[src/rtl/pattern_source_fifo_writer.sv]
// Writes a deterministic 32-bit test pattern into the pipe-out FIFO at full okClk rate.
// It stalls on fifo_full and counts both the words written and the stalled cycles.
module pattern_source_fifo_writer #(
  parameter int                      DATA_WIDTH  = 32,
  parameter int                      COUNT_WIDTH = 32,
  parameter logic [DATA_WIDTH-1:0]   LFSR_TAPS   = 32'h80200003
) (
  input  logic                   okClk,
  input  logic                   reset,
  input  logic                   start,
  input  logic                   abort,
  input  logic                   reset_pattern,
  input  logic [2:0]             mode,
  input  logic [DATA_WIDTH-1:0]  seed,
  input  logic [COUNT_WIDTH-1:0] word_count,
  input  logic                   fifo_full,
  output logic [DATA_WIDTH-1:0]  fifo_din,
  output logic                   fifo_wr_en,
  output logic                   busy,
  output logic                   done,
  output logic [COUNT_WIDTH-1:0] words_written,
  output logic [COUNT_WIDTH-1:0] stall_cycles
);

  // state | meaning
  // IDLE  | waiting for start after reset; pattern may be reloaded
  // RUN   | writing one word per cycle unless the FIFO is full
  // DONE  | run finished or aborted; counters held for readback
  typedef enum logic [1:0] {
    IDLE = 2'd0,
    RUN  = 2'd1,
    DONE = 2'd2
  } state_t;

  state_t                 state;
  logic [DATA_WIDTH-1:0]  pattern;
  logic [2:0]             run_mode;
  logic [COUNT_WIDTH-1:0] run_count;
  logic [COUNT_WIDTH-1:0] words_next;

  function automatic logic [DATA_WIDTH-1:0] pattern_init(input logic [2:0]            m,
                                                         input logic [DATA_WIDTH-1:0] s);
    case (m)
      3'd1:    return (s == '0) ? DATA_WIDTH'(1) : s;
      3'd2:    return DATA_WIDTH'(1);
      default: return s;
    endcase
  endfunction

  function automatic logic [DATA_WIDTH-1:0] pattern_next(input logic [2:0]            m,
                                                         input logic [DATA_WIDTH-1:0] p);
    case (m)
      3'd0:    return p + DATA_WIDTH'(1);
      3'd1:    return (p >> 1) ^ (p[0] ? LFSR_TAPS : '0);
      3'd2:    return {p[DATA_WIDTH-2:0], p[DATA_WIDTH-1]};
      3'd3:    return ~p;
      default: return p;
    endcase
  endfunction

  function automatic logic [COUNT_WIDTH-1:0] sat_inc(input logic [COUNT_WIDTH-1:0] c);
    return (&c) ? c : c + COUNT_WIDTH'(1);
  endfunction

  // busy mirrors state==RUN, so the write strobe stays a single gate off the FIFO flag
  assign fifo_wr_en = busy && !fifo_full;
  assign fifo_din   = pattern;
  assign words_next = sat_inc(words_written);

  always_ff @(posedge okClk) begin
    if (reset) begin
      state         <= IDLE;
      pattern       <= '0;
      run_mode      <= '0;
      run_count     <= '0;
      words_written <= '0;
      stall_cycles  <= '0;
      busy          <= 1'b0;
      done          <= 1'b0;
    end else begin
      unique case (state)
        IDLE, DONE: begin
          if (start) begin
            run_mode      <= mode;
            run_count     <= word_count;
            pattern       <= pattern_init(mode, seed);
            words_written <= '0;
            stall_cycles  <= '0;
            if (word_count == '0) begin
              state <= DONE;
              busy  <= 1'b0;
              done  <= 1'b1;
            end else begin
              state <= RUN;
              busy  <= 1'b1;
              done  <= 1'b0;
            end
          end else if (reset_pattern) begin
            pattern <= pattern_init(mode, seed);
          end
        end
        RUN: begin
          if (fifo_wr_en) begin
            pattern       <= pattern_next(run_mode, pattern);
            words_written <= words_next;
          end else begin
            stall_cycles  <= sat_inc(stall_cycles);
          end
          // a write in the abort cycle still lands, so only the state changes here
          if (abort || (fifo_wr_en && words_next == run_count)) begin
            state <= DONE;
            busy  <= 1'b0;
            done  <= 1'b1;
          end
        end
        default: begin
          state <= IDLE;
          busy  <= 1'b0;
          done  <= 1'b0;
        end
      endcase
    end
  end

endmodule

[config.mk]
export PLATFORM = sky130hd
export DESIGN_NAME = pattern_source_fifo_writer
export DESIGN_NICKNAME = d
export VERILOG_FILES = /design/src/rtl/pattern_source_fifo_writer.sv
export SDC_FILE = /design/constraint.sdc
export NUM_CORES = 1
export LEC_CHECK = 0
export ABC_AREA = 1
export CORE_MARGIN = 2
export CORE_UTILIZATION = 57
export CTS_CLUSTER_SIZE = 25
export DETAILED_ROUTE_END_ITERATION = 10
export PLACE_DENSITY = 0.83
export SLEW_MARGIN = 30
export SYNTH_ARGS = -nofsm -noshare
export SYNTH_HDL_FRONTEND = slang
export SYNTH_SLANG_ARGS = --single-unit
[constraint.sdc]
create_clock -name okClk -period 3.8 [get_ports okClk]
set_input_delay 0.57 -clock okClk [delete_from_list [all_inputs] [get_ports okClk]]
set_output_delay 0.57 -clock okClk [all_outputs]
set_load 0.02 [all_outputs]
==> reports/qor.txt <==
number of warnings printed during yosys synthesis -> 0
Max Clock Freq -> 330 MHz
type of element capturing the critical path -> flip-flop
Row Count -> 45
number of synthesized flops with an enable pin -> 0
largest net degree at the start of global routing -> 71
number of gates resized after cts -> 0
DRT iter0 DRCs -> 1296
DRC Markers -> 0
proportion of power drawn by the clock network -> 45.6%
buffer type at the clock tree root -> sky130_fd_sc_hd__clkbuf_16
number of synthesized register bits -> 133
Worst Hold Margin -> 0.470 ns
Die ar. -> 0.0165 mm2
clock insertion delay at the later pin of the skew report -> 0.43 ns
count of max-cap constraint violations -> 0
commonest cells in the netlist -> 382 x sky130_fd_sc_hd__nand2_1, 169 x sky130_fd_sc_hd__a21oi_1, 146 x sky130_fd_sc_hd__inv_1, 134 x sky130_fd_sc_hd__nor2_1, 133 x sky130_fd_sc_hd__dfxtp_1
wire length of the first global-routing pass -> 47600 um
TritonCTS buffer count -> 17
worst hold path startpoint -> run_count[27]$_SDFFE_PP0P_
share of synthesized area occupied by flip-flops and latches -> 30.2%
number of inserted filler cells in the final layout -> 1313
Flop pwr share -> 36.7%
final count of negative-setup-slack endpoints -> 0
worst max-slew margin expressed relative to the limit -> 44.0%
sum of overflow across all layers after global routing -> 0
vias in the first global route -> 9687
Reg2Reg Setup Slack -> 0.77 ns
unrepaired setup endpoints after global routing -> no
Synth area leader -> sky130_fd_sc_hd__dfxtp_1
share of layout cells above drive strength 1 -> 4.96%
post-CTS clock slew at the launch and capture registers of the worst setup and hold paths -> 0.07 ns
Hold Path Cell Cnt -> 2
sum of negative setup slack -> 0 ns
flip-flop cell with the highest count after synthesis -> sky130_fd_sc_hd__dfxtp_1
Ant. Diodes -> 0
CTS tree -> yes
critical-path maximum fanout -> 50
Crit Path Category -> reg2reg
Synth Cell Area -> 0.00881 mm2
IO Pins -> 172
share of synthesized registers carrying an async set or reset -> 0%
combinational cell fraction of total power -> 17.7%
Reg2Reg Capture Point -> done$_SDFFE_PP0P_
count of nets left with antenna violations after detail routing -> 0
Sw Ratio -> 29.6%
last weighted congestion value of the routability-driven placer -> 0.985
Int Power -> 0.00302 W
Leakage Power -> 4.28 nW
net count of the mapped netlist -> 1517
maximum buffer depth of the clock tree -> 2
placed wire-length estimate after detailed placement -> 21800 um
number of hold-repair buffers added at the cts stage -> 0
power density over cell area -> 380 mW/mm2
Net count, final -> 1655
Reg2Reg Depth -> 18
Initial Util -> 58.2%
Critical Path RT -> 4.12 ns
Vert. Die Dim -> 128 um
H-tree level count -> 4
count of vias placed by the detailed router -> 10589
HP Class -> reg2reg
synthesized area per cell -> 6.12 um2
synth top area cells -> sky130_fd_sc_hd__dfxtp_1 30%, sky130_fd_sc_hd__nand2_1 16%, sky130_fd_sc_hd__a21oi_1 9.6%
Placeable Area -> 0.0151 mm2
final cell count without fillers -> 1780
endpoint of the worst hold path -> run_count[27]$_SDFFE_PP0P_
per-cell via count in the routed design -> 5.95
Worst Max-Slew Pin Slew -> 0.839 ns
Max IR drop VDD -> 332 uV
switching power of the nets -> 0.00127 W
number of instances in the synthesized netlist -> 1441
final count of pins violating max slew -> 0
result of the run -> finished clean
WL/cell -> 17.0 um
sort of element at the start of the critical path -> flip-flop
Buffers on Ports -> 171
Num Clock Sinks -> 133
final worst clock skew -> 0.00528 ns
number of antenna violations at the first check in global routing -> 0
count of placed standard cells including taps -> 1748
Total Power -> 0.00429 W
critical path data arrival time -> 3.35 ns
1st-pass router iterations -> 6
total wire length -> 30200 um
launch instance of the worst register-to-register path -> words_written[0]$_SDFFE_PP0P_
part of the cycle the worst path needs -> 79.8%
Tmin final -> 3.03 ns
dominant cell by count in the synthesized netlist -> sky130_fd_sc_hd__nand2_1
overall fraction of global-route tracks in use -> 36.2%
Hold Violations, Final -> 0
Unique masters post-synth -> 46
share of the synthesized area in the top cell type -> 30.2%
area grow syn2layout -> 28.2%
Horiz. Die Dim -> 128 um
post-CTS setup buffer count -> 0
critical path, stage by stage, from the launching register on:
cell and delay, ns:
sky130_fd_sc_hd__dfxtp_1 0.50, sky130_fd_sc_hd__ha_1 0.30, sky130_fd_sc_hd__inv_1 0.10, sky130_fd_sc_hd__nor2_4 0.18, sky130_fd_sc_hd__nand2_4 0.10, sky130_fd_sc_hd__nor2_8 0.21, sky130_fd_sc_hd__nand2_4 0.34, sky130_fd_sc_hd__nand2_1 0.24
sky130_fd_sc_hd__a21oi_1 0.09, sky130_fd_sc_hd__nor2_1 0.15, sky130_fd_sc_hd__nand2_1 0.09, sky130_fd_sc_hd__nor2_1 0.10, sky130_fd_sc_hd__nand2_1 0.09, sky130_fd_sc_hd__nor2_1 0.10, sky130_fd_sc_hd__nand2_1 0.08, sky130_fd_sc_hd__nand2_2 0.08
sky130_fd_sc_hd__nand3_1 0.06, sky130_fd_sc_hd__nand2_1 0.06, sky130_fd_sc_hd__nor2_1 0.04
area by class of cell:
cell class | instances | area (um2) | area share (%)
multi-input combinational | 1090 | 5320 | 47.1
sequential | 133 | 2660 | 23.6
timing repair buffer | 186 | 1820 | 16.1
inverter | 151 | 567 | 5.02
clock buffer | 17 | 425 | 3.77
clock inverter | 15 | 270 | 2.39
tap | 188 | 235 | 2.08
state kept, by name (all words and copies together), names as in the netlist:
register       count
busy               1
fifo_din          32
words_written     32
stall_cycles      32
run_count         32
run_mode           3
done               1
how the worst max path moves through the flow:
| stage | to | slack, ns | start | cells past startpoint |
|---|---|---|---|---|
| 5_1_grt | done$_SDFFE_PP0P_ | 0.55 | words_written[0]$_SDFFE_PP0P_ | 20 |
| 2_1_floorplan | done$_SDFFE_PP0P_ | 1.43 | words_written[1]$_SDFFE_PP0P_ | 18 |
| 3_5_place_dp | done$_SDFFE_PP0P_ | 0.84 | words_written[0]$_SDFFE_PP0P_ | 18 |
| 4_1_cts | done$_SDFFE_PP0P_ | 0.81 | words_written[0]$_SDFFE_PP0P_ | 18 |
| 6_report | done$_SDFFE_PP0P_ | 0.77 | words_written[0]$_SDFFE_PP0P_ | 18 |
| 3_3_place_gp | done$_SDFFE_PP0P_ | 0.93 | words_written[0]$_SDFFE_PP0P_ | 18 |
cell families after synthesis:
group | Yosys count | synth area share, %
simple gates | 719 | 35.2
flops | 133 | 30.2
fa+ha+maj | 3 | 0.426
buf+inv | 218 | 9.62
compound gates | 325 | 20.3
xor+xnor | 43 | 4.27
cell usage in the layout, fill, tap and decap left out, drive strengths merged, types with 6 or more instances in the layout:
master,instances
clkbuf,17
o211ai,11
nand4,22
nor2,139
a22oi,6
a21oi,169
inv,155
nand2,388
xnor2,10
bufinv,6
buf,16
o22ai,20
a221oi,9
nor3,39
nor4,24
xor2,33
clkdlybuf4s50,170
nand3,94
o21ai,90
dfxtp,133
per-stage QoR:
stage	utilization (%)	worst slack (ns)	instance area [um2]
floorplan	-	1.43	8810
global placement	70.0	0.932	10600
detailed placement	70.0	0.837	10600
CTS	74.6	0.814	11300
global route	74.6	0.548	11300
finish	74.6	0.769	11300
power by group through the flow:
stage / registers (W) / clock network [W] / logic, W
2_1_floorplan: 0.00161 / 0 / 0.000414
3_3_place_gp: 0.00160 / 0 / 0.000733
3_5_place_dp: 0.00160 / 0 / 0.000742
4_1_cts: 0.00157 / 0.00196 / 0.000750
5_1_grt: 0.00158 / 0.00202 / 0.000829
6_report: 0.00157 / 0.00196 / 0.000761
routing by layer:
metal | vias to the layer above | part of all wire, % | global-route usage, %
li1 | 5093 | - | -
met1 | 4732 | 39 | 45.3
met2 | 628 | 47 | 60.3
met3 | 136 | 8.6 | 5.61
met4 | 0 | 5.6 | 19.5
met5 | - | 0 | 0
(Power assumes the default switching activity.)
